--- config.mk ---
export PLATFORM = sky130hd
export DESIGN_NAME = serial_add_seq
export DESIGN_NICKNAME = d
export VERILOG_FILES = /design/src/rtl/serial_add_pkg.sv /design/src/rtl/serial_add_seq.sv
export SDC_FILE = /design/constraint.sdc
export NUM_CORES = 1
export LEC_CHECK = 0
export ABC_CLOCK_PERIOD_IN_PS = 3600
export CORE_UTILIZATION = 36
export CTS_CLUSTER_SIZE = 25
export DETAILED_ROUTE_END_ITERATION = 7
export HOLD_SLACK_MARGIN = 0.15
export PLACE_DENSITY_LB_ADDON = 0.1
export SYNTH_ARGS = -nofsm -noshare
export SYNTH_HDL_FRONTEND = slang
export SYNTH_SLANG_ARGS = --single-unit
--- constraint.sdc ---
create_clock -name sys_clk_in -period 3.6 [get_ports sys_clk_in]
set_input_delay 1.08 -clock sys_clk_in [delete_from_list [all_inputs] [get_ports sys_clk_in]]
set_output_delay 1.08 -clock sys_clk_in [all_outputs]
set_load 0.02 [all_outputs]
--- src/rtl/serial_add_pkg.sv ---
// Shared types and defaults for the bit-serial add sequencer.
// The nbits saturation helper is shared by the sequencer and any sibling command logic.
package serial_add_pkg;

    typedef enum logic [2:0] {
        StIdle,
        StLoad,
        StRead,
        StSum,
        StWrite,
        StDone
    } state_e;

    localparam int unsigned LanesDef   = 32;
    localparam int unsigned AddrWDef   = 8;
    localparam int unsigned MaxBitsDef = 32;
    localparam int unsigned NbWDef     = 6;

    function automatic int unsigned sat_nbits(input int unsigned nbits,
                                              input int unsigned max_bits);
        return (nbits > max_bits) ? max_bits : nbits;
    endfunction

endpackage

--- src/rtl/serial_add_seq.sv ---
// Bit-serial add sequencer: walks operand bit-planes LSB-first, requests dual-row sensing,
// steers the sibling serial_add carry register and writes each sum plane back to the array.
module serial_add_seq
    import serial_add_pkg::*;
#(
    parameter int unsigned LANES    = LanesDef,
    parameter int unsigned ADDR_W   = AddrWDef,
    parameter int unsigned MAX_BITS = MaxBitsDef,
    parameter int unsigned NB_W     = NbWDef
) (
    input  logic              sys_clk_in,
    input  logic              sys_reset_n_in,
    input  logic              cmd_valid_in,
    output logic              cmd_ready_out,
    input  logic [ADDR_W-1:0] cmd_a_base_in,
    input  logic [ADDR_W-1:0] cmd_b_base_in,
    input  logic [ADDR_W-1:0] cmd_d_base_in,
    input  logic [NB_W-1:0]   cmd_nbits_in,
    input  logic [LANES-1:0]  cmd_cin_in,
    output logic              rd_req_out,
    output logic [ADDR_W-1:0] rd_addr_a_out,
    output logic [ADDR_W-1:0] rd_addr_b_out,
    input  logic              rd_ack_in,
    input  logic [LANES-1:0]  and_plane_in,
    input  logic [LANES-1:0]  xor_plane_in,
    output logic [LANES-1:0]  and_out,
    output logic [LANES-1:0]  xor_out,
    output logic [LANES-1:0]  carry_out,
    output logic              load_carry_out,
    output logic              update_carry_out,
    input  logic [LANES-1:0]  sum_in,
    output logic              wr_req_out,
    output logic [ADDR_W-1:0] wr_addr_out,
    output logic [LANES-1:0]  wr_data_out,
    input  logic              wr_ack_in,
    output logic              busy_out,
    output logic              done_out
);

    state_e state_q, state_d;

    logic [ADDR_W-1:0] a_base_q, a_base_d;
    logic [ADDR_W-1:0] b_base_q, b_base_d;
    logic [ADDR_W-1:0] d_base_q, d_base_d;
    logic [NB_W-1:0]   nbits_q, nbits_d;
    logic [NB_W-1:0]   bit_q, bit_d;
    logic [LANES-1:0]  cin_q, cin_d;
    logic [LANES-1:0]  and_q, and_d;
    logic [LANES-1:0]  xor_q, xor_d;
    logic [LANES-1:0]  wr_data_q, wr_data_d;

    logic              cmd_accept;
    logic              last_bit;
    logic [NB_W-1:0]   nbits_sat;

    assign cmd_accept = cmd_valid_in && (state_q == StIdle);
    assign nbits_sat  = NB_W'(sat_nbits(32'(cmd_nbits_in), MAX_BITS));
    // nbits_q is never zero outside IDLE/DONE, so the subtraction cannot underflow in WRITE.
    assign last_bit   = (bit_q == (nbits_q - NB_W'(1)));

    // State register
    always_ff @(posedge sys_clk_in or negedge sys_reset_n_in) begin
        if (!sys_reset_n_in) begin
            state_q <= StIdle;
        end else begin
            state_q <= state_d;
        end
    end

    // Next-state logic
    always_comb begin
        state_d = state_q;
        unique case (state_q)
            StIdle: begin
                if (cmd_valid_in) begin
                    state_d = (nbits_sat == '0) ? StDone : StLoad;
                end
            end
            StLoad:  state_d = StRead;
            StRead:  if (rd_ack_in) state_d = StSum;
            StSum:   state_d = StWrite;
            StWrite: if (wr_ack_in) state_d = last_bit ? StDone : StRead;
            StDone:  state_d = StIdle;
            default: state_d = StIdle;
        endcase
    end

    // Output logic
    always_comb begin
        cmd_ready_out    = (state_q == StIdle);
        busy_out         = (state_q != StIdle);
        load_carry_out   = (state_q == StLoad);
        rd_req_out       = (state_q == StRead);
        update_carry_out = (state_q == StSum);
        wr_req_out       = (state_q == StWrite);
        done_out         = (state_q == StDone);
        rd_addr_a_out    = a_base_q + ADDR_W'(bit_q);
        rd_addr_b_out    = b_base_q + ADDR_W'(bit_q);
        wr_addr_out      = d_base_q + ADDR_W'(bit_q);
        and_out          = and_q;
        xor_out          = xor_q;
        carry_out        = cin_q;
        wr_data_out      = wr_data_q;
    end

    // Datapath next-state
    always_comb begin
        a_base_d  = a_base_q;
        b_base_d  = b_base_q;
        d_base_d  = d_base_q;
        nbits_d   = nbits_q;
        bit_d     = bit_q;
        cin_d     = cin_q;
        and_d     = and_q;
        xor_d     = xor_q;
        wr_data_d = wr_data_q;

        if (cmd_accept) begin
            a_base_d = cmd_a_base_in;
            b_base_d = cmd_b_base_in;
            d_base_d = cmd_d_base_in;
            nbits_d  = nbits_sat;
            cin_d    = cmd_cin_in;
            bit_d    = '0;
        end
        if ((state_q == StRead) && rd_ack_in) begin
            and_d = and_plane_in;
            xor_d = xor_plane_in;
        end
        // serial_add's carry updates on this same edge, so sum_in still reflects the old carry.
        if (state_q == StSum) begin
            wr_data_d = sum_in;
        end
        if ((state_q == StWrite) && wr_ack_in && !last_bit) begin
            bit_d = bit_q + NB_W'(1);
        end
    end

    always_ff @(posedge sys_clk_in or negedge sys_reset_n_in) begin
        if (!sys_reset_n_in) begin
            a_base_q  <= '0;
            b_base_q  <= '0;
            d_base_q  <= '0;
            nbits_q   <= '0;
            bit_q     <= '0;
            cin_q     <= '0;
            and_q     <= '0;
            xor_q     <= '0;
            wr_data_q <= '0;
        end else begin
            a_base_q  <= a_base_d;
            b_base_q  <= b_base_d;
            d_base_q  <= d_base_d;
            nbits_q   <= nbits_d;
            bit_q     <= bit_d;
            cin_q     <= cin_d;
            and_q     <= and_d;
            xor_q     <= xor_d;
            wr_data_q <= wr_data_d;
        end
    end

endmodule

==> qor.txt <==
Min-delay src: carry_out[19]
TritonCTS clock tree: built
Setup CP Type: register to output pin
Register area: 0.00418 mm²
Slowest-stage cell, CP: clkdlybuf4s50_1
Clk sinks: 167
Skew-Pair Late Insertion Delay: 0.43 ns
Post-DP HPWL: 14700 µm
Max cap viols: 0
Pre-antenna DRT Iters: 4
Routed wire length: 19800 µm
Reported net switching power: 4160 µW
Core Area: 0.0202 mm²
Post-synthesis net count: 905
Setup TNS: 0 ns
Seq pwr share: 31.4%
Layout fillers: 1770
Cell Area, Synth: 0.00741 mm²
EDFF count, synth: 0
Fmax: 0.287 GHz
Pins Over Slew Limit: 0
CTS root buffer: clkbuf_16
Power per Cell Area: 905 mW/mm²
I/O pins: 322
Mean post-synth cell area: 10.3 µm²
First-pass GRT wire length: 32700 µm
CTS clk-pin slew, worst paths: 0.07 ns
Final GP Congestion: 0.761
Sw Share: 39.6%
Cells after Synth: 719
Async SR Flop Fraction: 100%
VDD IR max: 0.444 mV
Grt total ovfl: 0
# rows: 52
Initial antenna violation count: 1
Final hold vios: 0
Worst-case clock buffer depth: 2
CP Max Fanout: 5
Hold Path Class: register to register
Placement Setup Slack: 0.0390 ns
CTS H-Tree Depth: 4
Hold Slack: 0.473 ns
Pleak: 0.00529 µW
Synth-to-Final Area Change: 56.7%
Tmin final: 3.49 ns
Startpoint types: register
Post-DRT Antenna Nets: 0
Final period util: 96.8%
Die area: 0.0212 mm²
Largest net degree at the start of global routing: 65
Drt via density: 4.58
Chip Width: 145 µm
Drt wl/cell: 14.9 µm
Vias: 6087
FF+latch count, synth: 167
CP endpoint kind: output pin
Status: complete, no violations
CP Launch Point: bit_q[1]
DRC violations left: 0
Vias in the first global route: 6204
Final nets: 1232
Critical Path AT: 2.41 ns
Port bufs: 321
CP bufs+invs: 2
Total internal power: 6350 µW
Top_reg_cell synth: dfrtp_1
Req. time, crit path: 2.52 ns
Share of cells above drive strength 1: 12.8%
Final setup viols: 0
DR iter-0 viols: 208
Register area share after synthesis: 56.4%
CTS Buf Count: 17
Clock group share of total power: 17.0%
Slowest stage delay, CP: 0.63 ns
Post-route setup slack: 0.114 ns
Delay-heaviest family, CP: buffers and inverters
Worst Skew: 0.00628 ns
Critical register-to-register path startpoint: bit_q[2]
Netlist cell types: 49
Die height: 145 µm
Relative slew margins: 56.9%
Critical path cell sequence: ha_1, a21o_1, a21oi_1, buf_4, xnor2_1, clkdlybuf4s50_1
RSZ-0062 raised after global routing: false
Yosys Warn Count: 0
Comb pwr share: 51.6%
Actual slew at the worst max-slew pin: 0.646 ns
GRT Overall Usage: 19.7%
Initial core utilization: 36.6%
Multi-input gate area: 0.00302 mm²
layout by cell type (no fill, tap or decap), types with 7 or more instances in the layout:
cell type          n
dfrtp_1          166
xnor2_1           14
nand3_1            7
clkdlybuf4s50_1  308
nor2_1            15
ha_1              19
a21oi_1            8
mux2_2            64
o21ai_0           15
clkbuf_16         17
nand2_1          269
inv_1             22
buf_4             15
logic make-up (layout without fill, tap and decap cells):
kind of cell,Yosys count,in the layout,share of synthesized area [%]
buffers and inverters,55,395,3.09
muxes,66,66,10.0
other,0,1,0
and+or+nand+nor,334,334,18.8
AOI/OAI and AO/OA,54,54,5.15
adders and majority gates,23,23,4.19
DFF,167,167,56.4
xor gates and xnor gates,20,20,2.36
Yosys cell counts, types with 6 or more instances:
| cell | n | share of area [%] |
|---|---|---|
| a21oi_1 | 8 | 0.54 |
| buf_2 | 12 | 0.81 |
| clkbuf_1 | 18 | 0.91 |
| dfrtp_1 | 167 | 56 |
| ha_1 | 20 | 3.4 |
| inv_1 | 23 | 1.2 |
| mux2_2 | 64 | 9.7 |
| nand2_1 | 270 | 14 |
| nand2b_1 | 6 | 0.51 |
| nand3_1 | 7 | 0.47 |
| nand3b_1 | 6 | 0.61 |
| nor2_1 | 15 | 0.76 |
| nor2b_1 | 6 | 0.51 |
| o21ai_0 | 16 | 1.1 |
| xnor2_1 | 14 | 1.7 |
| xor2_1 | 6 | 0.71 |
stage by stage:
stage	cell area (µm²)	util, %	power (µW)	instances
2_1_floorplan	7410	-	6250	719
3_3_place_gp	11000	54.4	8800	1296
3_5_place_dp	11000	54.4	8870	1296
4_1_cts	11600	57.3	10700	1328
5_1_grt	11600	57.4	11200	1329
6_report	11600	57.4	10500	1330
registers in the layout, indices dropped and copies added, names as in the netlist:
| signal | cells |
|---|---|
| d_base_q | 8 |
| xor_out | 32 |
| b_base_q | 8 |
| nbits_q | 6 |
| state_q | 3 |
| wr_data_out | 32 |
| a_base_q | 8 |
| and_out | 32 |
| bit_q | 6 |
| carry_out | 32 |
path summary, 6_finish.rpt:
| check | slack [ns] | end | cells past startpoint |
|---|---|---|---|
| min in group asynchronous | 0.52 | b_base_q[4] | 1 |
| max | 0.11 | rd_addr_a_out[3] | 6 |
| min reg2reg | 0.47 | carry_out[19] | 2 |
| max reg2reg | 1.46 | bit_q[2] | 7 |
| max in group asynchronous | 2.37 | and_out[14] | 2 |
| min | 0.47 | carry_out[19] | 2 |
per-layer routing:
metal  GRT usage, %  wire [µm]  up-vias
li1               -          -     3005
met1           23.6       8170     2859
met2           32.6       9650      191
met3           7.02       1550       32
met4           7.63        475        0
met5              0          0        -
final cells by class:
class / instances / share of cell area, %
diodes: 1 / 0.0216
repair buffers: 339 / 29.2
well taps: 270 / 2.91
inverters: 24 / 0.776
clock buffers: 17 / 3.66
flip-flops and latches: 167 / 36.0
clock inverters: 15 / 1.42
multi-input cells: 497 / 26.0
power by group through the flow:
stage                     clock [µW]  combinational, µW  sequential (µW)
after floorplan                    0               2110             4140
after global placement             0               5500             3300
after detailed placement           0               5540             3330
after CTS                       1840               5510             3310
after global routing            1920               5850             3450
final                           1790               5420             3300
worst min-delay path: stages (launching register included):
cell	delay (ns)
dfrtp_1	0.34
nand2_1	0.05
nand2_1	0.05
timing repair:
item / in CTS / in global routing
hold buffers: 0 / 0
pin swaps: 0 / 4
buffers inserted: 0 / 1
endpoints found under the setup margin: 12 / 7
endpoints found under the hold margin: 0 / 0
gates resized for setup: 28 / 16
Power figures use the tool's default switching activity.
